`config.mk`:
```
export PLATFORM = sky130hd
export DESIGN_NAME = cache_burst_bridge
export DESIGN_NICKNAME = d
export VERILOG_FILES = /design/src/rtl/cache_burst_bridge.sv
export SDC_FILE = /design/constraint.sdc
export NUM_CORES = 1
export LEC_CHECK = 0
export ABC_AREA = 1
export BUFFER_PORTS_ARGS = -buffer_cell sky130_fd_sc_hd__clkbuf_2
export CORE_MARGIN = 2
export CORE_UTILIZATION = 29
export DETAILED_ROUTE_END_ITERATION = 8
export PLACE_DENSITY = 0.57
export SLEW_MARGIN = 25
export SYNTH_ARGS = -nofsm -noshare
export SYNTH_HDL_FRONTEND = slang
export SYNTH_SLANG_ARGS = --single-unit
```
`constraint.sdc`:
```
create_clock -name clk -period 4.3 [get_ports clk]
set_input_delay 0.86 -clock clk [delete_from_list [all_inputs] [get_ports clk]]
set_output_delay 0.86 -clock clk [all_outputs]
set_load 0.05 [all_outputs]
```
`src/rtl/cache_burst_bridge.sv`:
```
// rtl/cache_burst_bridge.sv - cache-to-memory bridge: 4x16-bit burst reads, single-word writes
// Optional write posting: define CACHE_BRIDGE_WRITE_POST_EN for a 1-entry posted write buffer.
module cache_burst_bridge (
  input  logic        clk,
  input  logic        reset_n,
  input  logic [31:0] cache_addr,
  input  logic        cache_req,
  input  logic        cache_rw,
  input  logic [15:0] cache_wdata,
  output logic [15:0] cache_rdata,
  output logic        cache_fill,
  output logic        cache_wack,
  output logic [31:0] mem_addr,
  output logic        mem_req,
  output logic        mem_wr,
  output logic [15:0] mem_wdata,
  input  logic        mem_ack,
  input  logic        mem_rvalid,
  input  logic [15:0] mem_rdata
);

  typedef enum logic [2:0] {
    IDLE       = 3'd0,
    RD_CMD     = 3'd1,
    RD_COLLECT = 3'd2,
    RD_REPLAY  = 3'd3,
    WR_CMD     = 3'd4,
    WR_DONE    = 3'd5
  } state_t;

  state_t      state;
  state_t      state_nxt;
  logic [1:0]  cnt;
  logic [15:0] rbuf [4];
  logic [31:0] addr_q;
  logic [15:0] wdata_q;
  logic        wack_q;
  logic        rd_issue;

`ifdef CACHE_BRIDGE_WRITE_POST_EN
  logic        pb_valid;
  logic [31:0] pb_addr;
  logic [15:0] pb_data;
  logic        pb_take;

  // A write is accepted into the post buffer straight from IDLE when it is empty
  assign pb_take  = (state == IDLE) && cache_req && !cache_rw && !pb_valid;
  // Reads hold off while a posted write still owns the command bus
  assign rd_issue = (state == RD_CMD) && !pb_valid;
`else
  assign rd_issue = (state == RD_CMD);
`endif

  // State register
  always_ff @(posedge clk or negedge reset_n) begin
    if (!reset_n) begin
      state <= IDLE;
    end else begin
      state <= state_nxt;
    end
  end

  // Next-state selection
  always_comb begin
    state_nxt = state;
    case (state)
      IDLE: begin
        if (cache_req) begin
          if (cache_rw) begin
            state_nxt = RD_CMD;
          end else begin
`ifdef CACHE_BRIDGE_WRITE_POST_EN
            if (!pb_valid) state_nxt = WR_DONE;
`else
            state_nxt = WR_CMD;
`endif
          end
        end
      end
      RD_CMD:     if (rd_issue && mem_ack) state_nxt = RD_COLLECT;
      RD_COLLECT: if (mem_rvalid && (cnt == 2'd3)) state_nxt = RD_REPLAY;
      RD_REPLAY:  if (cnt == 2'd3) state_nxt = IDLE;
      WR_CMD:     if (mem_ack) state_nxt = WR_DONE;
      WR_DONE:    if (!cache_req) state_nxt = IDLE;
      default:    state_nxt = IDLE;
    endcase
  end

  // Datapath: command capture, burst buffer, word/replay counter, write acknowledge
  always_ff @(posedge clk or negedge reset_n) begin
    if (!reset_n) begin
      cnt     <= 2'd0;
      addr_q  <= 32'd0;
      wdata_q <= 16'd0;
      wack_q  <= 1'b0;
      for (int i = 0; i < 4; i++) rbuf[i] <= 16'd0;
`ifdef CACHE_BRIDGE_WRITE_POST_EN
      pb_valid <= 1'b0;
      pb_addr  <= 32'd0;
      pb_data  <= 16'd0;
`endif
    end else begin
      wack_q <= 1'b0;
      if ((state == IDLE) && cache_req) begin
        addr_q  <= cache_rw ? {cache_addr[31:3], 3'b000} : cache_addr;
        wdata_q <= cache_wdata;
      end
      // One counter serves both collect (slot index) and replay (word index);
      // it wraps to 0 on the 4th word, which is exactly the replay start
      if (state == IDLE) begin
        cnt <= 2'd0;
      end else if ((state == RD_COLLECT) && mem_rvalid) begin
        rbuf[cnt] <= mem_rdata;
        cnt       <= cnt + 2'd1;
      end else if (state == RD_REPLAY) begin
        cnt <= cnt + 2'd1;
      end
`ifdef CACHE_BRIDGE_WRITE_POST_EN
      if (pb_take) begin
        pb_valid <= 1'b1;
        pb_addr  <= cache_addr;
        pb_data  <= cache_wdata;
        wack_q   <= 1'b1;
      end else if (pb_valid && mem_ack) begin
        pb_valid <= 1'b0;
      end
`else
      if ((state == WR_CMD) && mem_ack) wack_q <= 1'b1;
`endif
    end
  end

  // Outputs decoded from state; rdata falls back to slot 3 so it holds the last replayed word
  always_comb begin
    mem_req     = 1'b0;
    mem_wr      = 1'b0;
    cache_fill  = 1'b0;
    cache_rdata = rbuf[3];
    case (state)
      RD_CMD: mem_req = rd_issue;
      RD_REPLAY: begin
        cache_rdata = rbuf[cnt];
        cache_fill  = (cnt == 2'd0);
      end
      WR_CMD: begin
        mem_req = 1'b1;
        mem_wr  = 1'b1;
      end
      default: ;
    endcase
`ifdef CACHE_BRIDGE_WRITE_POST_EN
    if (pb_valid) begin
      mem_req = 1'b1;
      mem_wr  = 1'b1;
    end
    mem_addr  = pb_valid ? pb_addr : addr_q;
    mem_wdata = pb_valid ? pb_data : wdata_q;
`else
    mem_addr  = addr_q;
    mem_wdata = wdata_q;
`endif
  end

  assign cache_wack = wack_q;

endmodule

```
==> results.toml <==
[pwr]
pwr-share-seq = 0.321
peakVddDrop_mv = 0.427
switching_share = 0.461
p_leak_uw = 0.00358
p_comb_frac = 0.428
internal_power_uw = 3200
power_frac_clock = 0.251
netSwitchingPower_uw = 2740
powerDensity_mw_per_mm2 = 894

[sta]
fin_crit_ns = 3.26
tightest_slew_ns = 0.902
setup_viol = 0
rsz0062_at_grt = "no"
final_max_slew_viol_count = 0
skew_ns = 0.00984
max_freq_ghz = 0.306
period_share = 0.759
finalHoldViolCount = 0
fin_tns_setup_ns = 0
maxSlewHeadroom = 0.398

[clock_tree]
cts_sinks = 118
root_buffer = "clkbuf_16"
clockBufferDepth = 2
cts_tree = "yes"
postCtsSetupRepairBufs = 0
htree_num_levels = 4
cts_resized = 0
cts_buffers = 17
clock_latency_ns = 0.41
clk_pin_slew_ns = 0.06
hold_buffers = 0

[worst_setup_path]
crit_start = "state[2]"
slowest_delay_ns = 0.72
crit_type = "flip-flop to primary output"
worstPathMaxFanout = 16
worst_path_max_delay_cell = "a21oi_2"
cp-end-kind = "primary output"
critPathRequiredTime_ns = 3.44
cp.arrival_ns = 2.40
r2r_cells = 7
ff2ff_setup_slack_ns = 2.14
r2r_end = "mem_wdata[6]"
r2r-start = "state[0]"
cp_cell_sequence = "inv_2, nand3_1, a21oi_2, o21ai_0, clkbuf_2"
setup.worst_path.start_class = "flip-flop"
cp-endpoint = "cache_rdata[14]"

[floorplanning]
die_area_mm2 = 0.0191
die_h_um = 138
die_x_um = 138
initial_core_util = 0.293
core_area_mm2 = 0.0178
io_pins = 138
rows = 49

[synth]
seq_area_frac_synth = 0.564
syn-cell-area_mm2 = 0.00523
ys_ff_latch = 118
synth_edf_count = 0
synth_fp_nets = 697
synthFlopType = "dfrtp_1"
syn_area_per_cell_um2 = 8.40
yosys_warnings = 0
async_flop_share = 1.00
synth_cell_types = 22
postSynthCellCount = 623

[worst_hold_path]
hold_path_class = "flip-flop to flip-flop"
min_from = "mem_wdata[13]"

[final_layout]
drive_gt1_frac = 0.247
instances_no_fill = 993
area_growth_pct = 27.0
fin_nets = 826
fill_cells = 1837
insertedDiodeCount = 0
utilization = 0.372

[route]
num_vias = 4373
avgViaCountPerCell = 4.40
finalWirelength_mm = 13.2
firstDrtPassIters = 4
drc = 0
wl_per_cell_um = 13.2
drt-initial-drc-count = 258
ant_nets = 0

[global_routing]
grt_pass1_wl_mm = 22.2
grt_max_degree = 61
antenna_found_initial = 1
grt_pass1_vias = 4352
grtUsageTotal = 0.146
grt_overflow = 0

[placed_design]
numPlacedInstances = 962
post-dp-hpwl_mm = 8.63
gp_congestion = 0.727
numPortBuffers = 137

[status]
status = "finished clean"

[job]
maxCapViolCount = 0
## placed cells by master (no fill, tap or decap), types with 5 or more instances in the layout
master and n:
inv_1 43, clkbuf_16 17, buf_4 5, o21ai_0 66, nand3_1 29, o21ai_1 50, nor2_1 24, nand2_1 240
dfrtp_1 118, clkbuf_2 136
## worst min path at each step
| stage | endpoint | slack (ns) | cells past startpoint |
|---|---|---|---|
| 3_3_place_gp | mem_addr[14] | 0.45 | 2 |
| 3_5_place_dp | mem_wdata[13] | 0.46 | 2 |
| 5_1_grt | mem_addr[15] | 0.48 | 2 |
| 4_1_cts | mem_wdata[13] | 0.48 | 2 |
| 2_1_floorplan | rbuf[0] | 0.45 | 2 |
| 6_report | mem_wdata[13] | 0.47 | 2 |
## Yosys cell counts, types with 3 or more instances
| cell | number | area share |
|---|---|---|
| buf_4 | 6 | 0.0086 |
| inv_1 | 43 | 0.031 |
| clkbuf_1 | 3 | 0.0022 |
| inv_2 | 4 | 0.0029 |
| nand2_1 | 241 | 0.17 |
| nor2_1 | 24 | 0.017 |
| o21ai_0 | 66 | 0.063 |
| buf_2 | 12 | 0.011 |
| buf_6 | 10 | 0.022 |
| o21ai_1 | 50 | 0.048 |
| nand2_4 | 3 | 0.0065 |
| ha_1 | 4 | 0.0096 |
| nand3_1 | 29 | 0.028 |
| dfrtp_1 | 118 | 0.56 |
## area by class of cell
class                      instances  area, µm²  share of cell area
multi-input combinational        424       1860               0.280
timing repair buffer             142        738               0.111
clock inverter                    13        179              0.0269
sequential                       118       2950               0.444
tap                              229        287              0.0431
inverter                          49        186              0.0281
clock buffer                      18        439              0.0661
## power by group through the flow
stage | sequential [µW] | combinational [µW] | clock (µW)
after floorplan | 2530 | 1360 | 0
after global placement | 1900 | 2550 | 0
after detailed placement | 1910 | 2580 | 0
after CTS | 1900 | 2580 | 1540
after global routing | 1970 | 2810 | 1580
final | 1910 | 2540 | 1490
## routing by layer
metal  global-route usage  share of wire  vias to the layer above
met5                    0         0.0015                        -
met2                0.232           0.46                      141
li1                     -              -                     2218
met4               0.0564          0.014                        2
met1                0.185           0.46                     1999
met3               0.0478          0.069                       13
## flip-flops by register name, indices dropped and copies added (netlist names)
register    count
cache_wack      1
state           3
cnt             2
mem_addr       32
mem_wdata      16
rbuf           64
## critical path: cells and delay by family (launching register included)
family	cells	cell delay (ns)
AOI/OAI and AO/OA	2	0.93
buffers and inverters	2	0.42
DFF	1	0.45
and+or+nand+nor	1	0.19
## through the flow
stage	instance area, µm²	total power [µW]	worst slack (ns)	hold slack, ns
after floorplan	5230	3890	1.47	0.453
after global placement	6020	4460	1.48	0.454
after detailed placement	6020	4490	1.44	0.461
after CTS	6640	6020	0.968	0.475
after global routing	6640	6370	0.839	0.484
final	6640	5940	1.04	0.470
## cell families (layout without fill, tap and decap cells)
family          Yosys count  in the layout  share of synthesized area
simple gates            303            303                      0.233
flops                   118            118                      0.564
compound gates          117            117                      0.113
buf+inv                  81            222                     0.0803
fa+ha+maj                 4              4                    0.00957
Power figures use the tool's default switching activity.
